==> config.mk <==
export PLATFORM = sky130hd
export DESIGN_NAME = bitwise_pipe
export DESIGN_NICKNAME = d
export VERILOG_FILES = /design/src/rtl/bitwise_pipe.sv
export SDC_FILE = /design/constraint.sdc
export NUM_CORES = 2
export LEC_CHECK = 0
export BUFFER_PORTS_ARGS = -buffer_cell sky130_fd_sc_hd__buf_2
export CORE_ASPECT_RATIO = 1.5
export CORE_UTILIZATION = 55
export CTS_CLUSTER_SIZE = 28
export DETAILED_ROUTE_END_ITERATION = 12
export MAX_ROUTING_LAYER = met4
export PLACE_DENSITY = 0.85
export SLEW_MARGIN = 20
export SYNTH_ARGS = -nofsm -noshare
export SYNTH_HDL_FRONTEND = slang
export SYNTH_SLANG_ARGS = --single-unit
==> constraint.sdc <==
create_clock -name clk -period 15.7 [get_ports clk]
set_input_delay 3.14 -clock clk [delete_from_list [all_inputs] [get_ports clk]]
set_output_delay 3.14 -clock clk [all_outputs]
set_load 0.01 [all_outputs]
==> src/rtl/bitwise_pipe.sv <==
// bitwise_pipe: pipelined bitwise / rotate / shift / bit-reverse unit with
// valid/ready handshakes on both sides and STAGES register stages.
// Optional feature macro: BITWISE_COUNT_EN adds POPCNT (op 10) and CLZ (op 11).
module bitwise_pipe #(
    parameter int unsigned XLEN   = 64,
    parameter int unsigned STAGES = 2
) (
    input  logic            clk,
    input  logic            rst,
    input  logic            in_valid,
    output logic            in_ready,
    input  logic [3:0]      in_op,
    input  logic [1:0]      in_size,
    input  logic            in_use_c,
    input  logic            in_carry,
    input  logic [XLEN-1:0] in_a,
    input  logic [XLEN-1:0] in_b,
    output logic            out_valid,
    input  logic            out_ready,
    output logic [XLEN-1:0] out_result,
    output logic            out_carry,
    output logic            out_illegal
);
    // Shift work vector: room for a doubled (n+1)-bit value.
    localparam int unsigned DW = 2 * XLEN + 2;
    localparam int unsigned IW = $clog2(DW);
    localparam int unsigned AW = $clog2(XLEN);

    localparam logic [3:0] OP_AND  = 4'd0;
    localparam logic [3:0] OP_OR   = 4'd1;
    localparam logic [3:0] OP_XOR  = 4'd2;
    localparam logic [3:0] OP_NOT  = 4'd3;
    localparam logic [3:0] OP_ROR  = 4'd4;
    localparam logic [3:0] OP_ROL  = 4'd5;
    localparam logic [3:0] OP_SHR  = 4'd6;
    localparam logic [3:0] OP_SHL  = 4'd7;
    localparam logic [3:0] OP_SAR  = 4'd8;
    localparam logic [3:0] OP_FLIP = 4'd9;
`ifdef BITWISE_COUNT_EN
    localparam logic [3:0] OP_POPCNT = 4'd10;
    localparam logic [3:0] OP_CLZ    = 4'd11;
`endif

    // Every op is reduced to "right-shift src by sh, then extract".
    // lo_mode: result = u[n-1:0], carry = u[n]; else result = u[n:1], carry = u[0].
    typedef struct packed {
        logic [DW-1:0] src;
        logic [6:0]    sh;
        logic [6:0]    n;
        logic          lo_mode;
        logic          carry_en;
        logic          fill_en;
        logic          fill;
        logic          illegal;
    } dec_t;

    typedef struct packed {
        logic [XLEN-1:0] res;
        logic            carry;
        logic            illegal;
    } res_t;

    function automatic logic [XLEN-1:0] f_mask(input logic [6:0] n);
        return XLEN'(~({DW{1'b1}} << n));
    endfunction

    // Decode, size-mask and build the shift source for one request.
    function automatic dec_t f_dec(input logic [3:0] op, input logic [1:0] size,
                                   input logic use_c, input logic cin,
                                   input logic [XLEN-1:0] a_in, input logic [XLEN-1:0] b_in);
        dec_t            d;
        logic [6:0]      n, k, kc, m, r, r_n, r_n1;
        logic [XLEN-1:0] mask, a, b, rev;
        logic [DW-1:0]   x;
        logic            cin_e, sign;
`ifdef BITWISE_COUNT_EN
        logic [6:0]      cnt;
`endif
        k = b_in[6:0];
        case (size)
            2'd0:    begin n = 7'd8;  r_n = k & 7'd7;  r_n1 = k % 7'd9;  end
            2'd1:    begin n = 7'd16; r_n = k & 7'd15; r_n1 = k % 7'd17; end
            2'd2:    begin n = 7'd32; r_n = k & 7'd31; r_n1 = k % 7'd33; end
            default: begin n = 7'd64; r_n = k & 7'd63; r_n1 = k % 7'd65; end
        endcase
        mask  = f_mask(n);
        a     = a_in & mask;
        b     = b_in & mask;
        cin_e = use_c & cin;
        sign  = a[AW'(n - 7'd1)];
        kc    = (k > n) ? n + 7'd1 : k;
        m     = use_c ? n + 7'd1 : n;
        r     = use_c ? r_n1 : r_n;
        x     = DW'(a) | (DW'(cin_e) << n);
        for (int i = 0; i < XLEN; i++) rev[i] = a[XLEN-1-i];

        d          = '0;
        d.n        = n;
        d.lo_mode  = 1'b1;
        d.carry_en = use_c;
        d.illegal  = (32'(n) > XLEN);
        case (op)
            OP_AND:  begin d.src = DW'(a & b);  d.carry_en = 1'b0; end
            OP_OR:   begin d.src = DW'(a | b);  d.carry_en = 1'b0; end
            OP_XOR:  begin d.src = DW'(a ^ b);  d.carry_en = 1'b0; end
            OP_NOT:  begin d.src = DW'(~a);     d.carry_en = 1'b0; end
            OP_ROR, OP_ROL: begin
                // Two copies of the m-bit value back to back make the rotate a plain shift.
                d.src = x | (x << m);
                d.sh  = (op == OP_ROR) ? r : m - r;
            end
            OP_SHL: begin
                // Left shift of {cin,a} by kc expressed as a right shift from the top.
                d.src = x << (n + 7'd1);
                d.sh  = n + 7'd1 - kc;
            end
            OP_SHR, OP_SAR: begin
                // {a,cin}: carry falls out at bit 0, sign fills above bit n for SAR.
                d.src = (DW'(a) << 1) | DW'(cin_e);
                if (op == OP_SAR && sign) d.src = d.src | ({DW{1'b1}} << (n + 7'd1));
                d.sh      = kc;
                d.lo_mode = 1'b0;
                d.fill_en = (op == OP_SHR) && use_c && (k != 7'd0);
                d.fill    = cin;
            end
            OP_FLIP: begin
                d.src      = DW'(rev >> (7'(XLEN) - n));
                d.carry_en = 1'b0;
            end
`ifdef BITWISE_COUNT_EN
            OP_POPCNT: begin
                cnt = 7'd0;
                for (int i = 0; i < XLEN; i++) cnt = cnt + 7'(a[i]);
                d.src      = DW'(cnt);
                d.carry_en = 1'b0;
            end
            OP_CLZ: begin
                cnt = n;
                for (int i = 0; i < XLEN; i++)
                    if ((7'(i) < n) && a[i]) cnt = n - 7'(i) - 7'd1;
                d.src      = DW'(cnt);
                d.carry_en = 1'b0;
            end
`endif
            default: d.illegal = 1'b1;
        endcase
        return d;
    endfunction

    // First partial shift: low three bits of the shift amount.
    function automatic dec_t f_sh_lo(input dec_t d);
        dec_t o;
        o     = d;
        o.src = d.src >> d.sh[2:0];
        o.sh  = {d.sh[6:3], 3'b000};
        return o;
    endfunction

    // Remaining shift, extraction, size mask, carry and illegal gating.
    function automatic res_t f_fin(input dec_t d);
        res_t            o;
        logic [DW-1:0]   u;
        logic [XLEN-1:0] res;
        logic            c;
        u   = d.src >> d.sh;
        res = d.lo_mode ? u[XLEN-1:0] : u[XLEN:1];
        c   = d.lo_mode ? u[IW'(d.n)] : u[0];
        res = res & f_mask(d.n);
        if (d.fill_en) res = res | (XLEN'(d.fill) << (d.n - 7'd1));
        o.res     = d.illegal ? '0 : res;
        o.carry   = c & d.carry_en & ~d.illegal;
        o.illegal = d.illegal;
        return o;
    endfunction

    dec_t dec_in;
    dec_t d_last;
    logic v_last;
    res_t fin;
    logic adv;

    // Whole pipe moves together whenever the output slot is free or drained.
    assign adv      = !out_valid || out_ready;
    assign in_ready = adv;

    // Decode of the live request.
    always_comb begin
        dec_in = f_dec(in_op, in_size, in_use_c, in_carry, in_a, in_b);
    end

    generate
        if (STAGES == 1) begin : g_s1
            assign d_last = f_sh_lo(dec_in);
            assign v_last = in_valid;
        end else if (STAGES == 2) begin : g_s2
            dec_t s1;
            logic v1;
            // Stage 1: decoded and masked request.
            always_ff @(posedge clk or posedge rst) begin
                if (rst) begin
                    v1 <= 1'b0;
                    s1 <= '0;
                end else if (adv) begin
                    v1 <= in_valid;
                    s1 <= dec_in;
                end
            end
            assign d_last = f_sh_lo(s1);
            assign v_last = v1;
        end else begin : g_s3
            dec_t s1, s2;
            logic v1, v2;
            // Stage 1 decode, stage 2 first partial shift.
            always_ff @(posedge clk or posedge rst) begin
                if (rst) begin
                    v1 <= 1'b0;
                    v2 <= 1'b0;
                    s1 <= '0;
                    s2 <= '0;
                end else if (adv) begin
                    v1 <= in_valid;
                    s1 <= dec_in;
                    v2 <= v1;
                    s2 <= f_sh_lo(s1);
                end
            end
            assign d_last = s2;
            assign v_last = v2;
        end
    endgenerate

    // Final-stage result computation.
    always_comb begin
        fin = f_fin(d_last);
    end

    // Output register stage.
    always_ff @(posedge clk or posedge rst) begin
        if (rst) begin
            out_valid   <= 1'b0;
            out_result  <= '0;
            out_carry   <= 1'b0;
            out_illegal <= 1'b0;
        end else if (adv) begin
            out_valid   <= v_last;
            out_result  <= fin.res;
            out_carry   <= fin.carry;
            out_illegal <= fin.illegal;
        end
    end

endmodule
# Yosys cells after proc, flatten, opt, wreduce, memory -nomap -nowiden
# Cells that the tools add are included.
[op_classes]
n_shift = 10
eq_ne = 11
n_mux = 22
bitwise = 18
n_reduce_logical = 12
add_sub_neg = 6
n_lt_le_gt_ge = 4
div = 4
[ops]
columns = ["op", "n"]
rows = [
  ["130-bit case mux with 8 select lines", 1],
  ["130-bit by 7-bit left shift with 130-bit output", 2],
  ["130-bit by 7-bit left shift with 64-bit output (first input constant)", 2],
  ["64-bit bitwise AND", 4],
  ["64-bit two-way mux", 3],
  ["130-bit two-way mux", 1],
  ["64-bit inverter with 130-bit output", 1],
  ["130-bit bitwise OR", 1],
  ["64-bit by 130-bit bitwise OR with 130-bit output", 1],
  ["65-bit by 130-bit bitwise OR with 130-bit output", 1],
  ["1-bit by 7-bit left shift with 130-bit output", 1],
  ["130-bit by 7-bit left shift with 130-bit output (first input constant)", 1],
  ["130-bit by 3-bit right shift with 130-bit output", 1],
  ["130-bit by 7-bit right shift with 128-bit output", 1],
  ["64-bit by 7-bit right shift with 130-bit output", 1],
  ["64-bit inverter", 2],
  ["64-bit bitwise OR", 2],
  ["65-bit by 1-bit bitwise OR with 65-bit output", 1],
  ["1-bit by 7-bit left shift with 64-bit output", 1],
  ["64-bit XOR", 1],
  ["7-bit case mux with 3 select lines", 3],
  ["7-bit two-way mux", 4],
  ["6-bit case mux with 3 select lines", 1],
  ["4-bit by 3-bit == test with 1-bit output (second input constant)", 4],
  ["other kinds (33)", 46],
]
[totals]
register_bits = 217
elab_cells = 100

# Longest topological paths before layout
[logic_depth]
word_depth = 10
depth_mapped = 44
ltp_nobuf = 38

# Worst setup path after synthesis
# No wires, ideal clock.
[synth_timing]
kind = "input to register"
from = "input port in_size[0]"
to = "register g_s2.s1, in the netlist d_last[18]"
required_time_ns = 15.570
arrival_time_ns = 11.426
setup_time_ns = 0.130
slack_ns = 4.144
stages = 40
path_cell_list = "or2_1 > buf_6 > clkbuf_1 > buf_1 > buf_1 > ha_1 > nand2b_1 > nand2_1 > inv_1 > ha_1 > mux2_2 > o22a_1 > ha_1 > nand2b_1 > o21a_1 > or4b_2 > nand4_1 > inv_1 > (+4 left out) > nand2_1 > o31ai_1 > ha_1 > clkbuf_1 > a21o_1 > a21o_1 > a211o_1 > o21a_1 > buf_6 > mux2_4 > a22o_1 > ha_1 > a41oi_1 > nand2_1 > o22ai_1 > mux2i_1 > xnor2_1 > o21ai_0"
[synth_via]
elab_chain_len = 7
[synth_lines]
columns = ["item", "line_no", "source"]
rows = [
  ["start: declaration", "13", "input logic [1:0] in_size,"],
  ["2-bit == test (tied with other cells)", "80", "case (size)"],
  ["7-bit case mux with 3 select lines", "80", ""],
  ["7-bit by 1-bit adder with 7-bit output", "91, 92, 115", ""],
  ["7-bit two-way mux", "92", "m = use_c ? n + 7'd1 : n;"],
  ["7-bit subtractor", "110", "d.sh = (op == OP_ROR) ? r : m - r;"],
  ["7-bit two-way mux", "110", ""],
  ["7-bit case mux with 3 select lines (*)", "102", "case (op)"],
  ["end signal: assignment", "205", "s1 <= dec_in;"],
  ["end: declaration", "196", "dec_t s1;"],
]
# Every way passes the cells marked *; elsewhere a longest branch is shown, timed or not.
# A chain may end at the register's enable or synchronous reset.

# Final worst setup path
[layout_timing]
from = "input port in_size[1]"
to = "register g_s2.s1, in the netlist d_last[18]"
# The elaborated chain is that of the path after synthesis.

==> reports/results.md <==
• status: completed
• GR Overflow Total: 0
• Yosys cell types: 82
• layout filler cell count: 4419
• Crit. Startpoint: in_size[1]
• number of nets in the final layout: 3780
• leading register cell type out of synthesis: sky130_fd_sc_hd__dfrtp_1
• count of unresolved DRC violations after routing: 0
• register area share after synthesis: 19.9%
• detailed-router iteration count before antenna repair: 10
• cells on worst reg2reg path: 10
• number of antenna violations at the first check in global routing: 22
• Slowest Stage Delay on Critical Path: 0.64 ns
• count of yosys warnings during synthesis: 0
• final clock skew: 0.0239 ns
• # resized after CTS: 0
• remaining number of nets flagged by the antenna check after routing: 0
• maximum achievable frequency: 87.4 MHz
• utilization of the core after routing: 59.8%
• critical-path cell with the highest stage delay: sky130_fd_sc_hd__or4b_2
• pin count of the biggest net entering global routing: 218
• max-cap check violation count: 0
• CTS HTree Levels: 1
• multiplexer fraction of the synthesized cell area: 19.4%
• post-layout minimum cycle time: 11.44 ns
• DIE AREA: 49800 um^2
• worst hold-check path type: reg2reg
• cell chosen for the clock root: sky130_fd_sc_hd__clkbuf_16
• initial core utilization: 56.1%
• area inside the core boundary: 47900 um^2
• power share of the clock group: 20.8%
• worst supply voltage drop on vdd: 0.0696 mV
• routed vias: 31100
• CP Max Fanout: 29
• Clk Latency, worst-skew pair: 0.57 ns
• final clock period utilization by the worst path: 72.9%
• Compound-Gate Fraction of Synth Area: 28.6%
• Post-Synth Adder-Cell Area: 7.39%
• routed len/inst: 32.9 um
• top library cells by usage in the layout, fill and taps aside: 635 x sky130_fd_sc_hd__nand2_1, 387 x sky130_fd_sc_hd__o21ai_0, 295 x sky130_fd_sc_hd__nor2_1
• global router's overall resource usage: 57.0%
• CTS Sinks: 214
• internal power: 1.24 mW
• number of rows created at floorplan: 98
• final hold violations: 0
• critical register-to-register path endpoint: out_carry$_DFFE_PP0P_
• synthesized-area fraction occupied by and/or/nand/nor cells: 16.8%
• end of the critical path: d_last[18]$_DFFE_PP0P_
• grt met3 use: 22.5%
• sequential cell area: 5370 um^2
• post-CTS setup buffer count: 0
• async set-or-reset flop fraction in the synthesized netlist: 100%
• estimated wirelength of the detail-placed design: 101 mm
• most common cell type on the critical path: sky130_fd_sc_hd__ha_1
• count of flip-flops with a built-in enable after synthesis: 0
• placed cell areas: 27900 um^2
• clk buf depth: 3
• horizontal die dimension: 183 um
• Port Buf Inserts: 207
• post-synthesis instance area: 26900 um^2
• count of cell instances traversed by the critical path: 37
• fraction of met1 tracks used by global routing: 58.4%
• leakage power: 13.3 nW
• DRC marker count from the first detailed-route iteration: 5330
• final design instance area without fill: 28700 um^2
• startpoint-to-endpoint class of the critical path: in2reg
• synthesized netlist net count: 3820
• data arrival time of the critical path: 11.88 ns
• Critical Path Start Type: primary input
• proportion of layout cells with a drive suffix above 1: 15.0%
• busiest layer in global routing: met2
• mean area per synthesized cell: 7.65 um^2
• Pwr Density: 81.2 nW/um^2
• sum of internal, switching and leakage power: 2.33 mW
• worst rel slew slack: 10.8%
• Post-CTS Hold Buffers: 0
• final setup violation count: 0
• combinational family with the most area after synthesis: compound AO/OA/AOI/OAI gates
• Final TNS setup: 0 ns
• type of destination of the critical path: register
• Psw: 1.09 mW
• slew at the pin closest to its max-slew limit: 1.32 ns
• CTS tree: built
• switching share of total power: 46.7%
• Critical Path RT: 16.14 ns
• via density per instance: 7.47
• buffer and inverter count on the worst path: 4
• global-route wire length before repair: 201 mm
• via count of the first global-routing pass: 28800
• max-slew violations: 0
• worst reg2reg setup slack: 9.64 ns
• RSZ-0062 raised after global routing: false
• share of total power in combinational logic: 50.4%
• clock transition at the register clock pins on the worst setup and hold paths after CTS: 0.07 ns
• number of I/O pins: 208
• sequential share of power: 28.8%
• Mapped Cells: 3521
• Worst path top cell family by delay: compound AO/OA/AOI/OAI gates
• Post-Route WL: 137 mm
• global-route track usage on met2: 82.7%
• number of register bits inferred by synthesis: 214
• Num CTS Buffers: 19
• Reg-to-Reg Start: g_s2.s1[12]$_DFFE_PP0P_
• area taken by multi-input logic gates: 19700 um^2
• post-synthesis share of cell area spent on xor and xnor gates: 0.651%
• Vert. Die Dim: 273 um
• Hold Crit Depth: 2
• final weighted congestion in routability-driven placement: 1.13
• area added between synthesis and finish: 6.56%
• most frequent standard cell in the layout excluding fill and tap cells: sky130_fd_sc_hd__nand2_1
-- power groups by stage --
stage                     registers, mW  clock network [mW]  logic [mW]
after floorplan                   0.645                   0       0.741
after global placement            0.672                   0        1.07
after detailed placement          0.678                   0        1.08
after CTS                         0.668               0.477        1.09
after global routing              0.674               0.507        1.23
final                             0.670               0.484        1.18
-- flip-flops by register name, indices dropped and copies added, names as in the netlist --
signal,cells
out_valid,1
out_carry,1
out_illegal,1
out_result,64
d_last,13
g_s2.s1,133
g_s2.v1,1
-- synth_stat cells, drive strengths merged (10+ instances only) --
cell type | count | area (um^2)
o221ai | 12 | 105
and2 | 12 | 75.1
mux2i | 186 | 1860
o22ai | 45 | 282
nand2 | 636 | 2390
o211ai | 56 | 420
nor2b | 15 | 93.8
mux2 | 45 | 510
buf | 89 | 463
and3 | 10 | 62.6
a22o | 91 | 797
o31ai | 10 | 75.1
nor2 | 299 | 1120
xnor2 | 14 | 123
a31oi | 36 | 225
o21a | 13 | 97.6
dfrtp | 214 | 5360
a221oi | 91 | 803
a21o | 11 | 82.6
clkbuf | 240 | 902
nand2b | 16 | 100
nand3 | 31 | 160
o21ai | 395 | 2000
a22oi | 88 | 666
nor3 | 31 | 160
ha | 159 | 1990
inv | 156 | 586
a21oi | 211 | 1060
mux4 | 126 | 2860
o22a | 11 | 96.3
a211oi | 29 | 218
nand4 | 21 | 153
-- area by class of cell --
type | instances | share of cell area, %
Clock buffer | 23 | 1.78
Clock inverter | 10 | 0.349
Sequential cell | 214 | 18.7
Timing Repair Buffer | 268 | 5.30
Tap cell | 650 | 2.84
Inverter | 159 | 2.12
Multi-Input combinational cell | 2819 | 68.7
Antenna cell | 22 | 0.192
-- worst min path at each step --
stage / from / to / slack (ns)
floorplan: g_s2.v1$_DFFE_PP0P_ / g_s2.v1$_DFFE_PP0P_ / 0.43
global placement: g_s2.v1$_DFFE_PP0P_ / g_s2.v1$_DFFE_PP0P_ / 0.44
detailed placement: g_s2.v1$_DFFE_PP0P_ / g_s2.v1$_DFFE_PP0P_ / 0.45
CTS: g_s2.v1$_DFFE_PP0P_ / g_s2.v1$_DFFE_PP0P_ / 0.46
global route: g_s2.v1$_DFFE_PP0P_ / out_valid$_DFFE_PP0P_ / 0.50
finish: g_s2.v1$_DFFE_PP0P_ / g_s2.v1$_DFFE_PP0P_ / 0.46
-- metal layers --
layer / wire length, um / part of all wire, %
met1: 43300 / 32
met2: 58300 / 43
met3: 18300 / 13
met4: 17200 / 13
met5: 0 / 0
-- through the flow --
step,hold WS [ns],cells,worst slack [ns]
after CTS,0.462,4140,4.23
after detailed placement,0.447,4107,3.72
after global placement,0.441,4107,3.63
final,0.459,4165,4.26
after floorplan,0.430,3521,4.14
after global routing,0.502,4165,3.71
-- cells by family after synthesis --
family	after synthesis
multiplexers	357
flip-flops	214
AND/OR/NAND/NOR	1100
AO/OA/AOI/OAI	1183
XOR/XNOR	20
buffers and inverters	488
adder cells (fa/ha/maj)	159
-- worst reg2reg max path, delay by kind of cell (launching register included) --
kind                   cells  cell delay (ns)
DFF                        1             0.75
and+or+nand+nor            1             0.13
muxes                      4             2.54
buffers and inverters      2             1.61
AOI/OAI and AO/OA          3             0.92
Note: power is estimated with default switching activity, not from simulation.
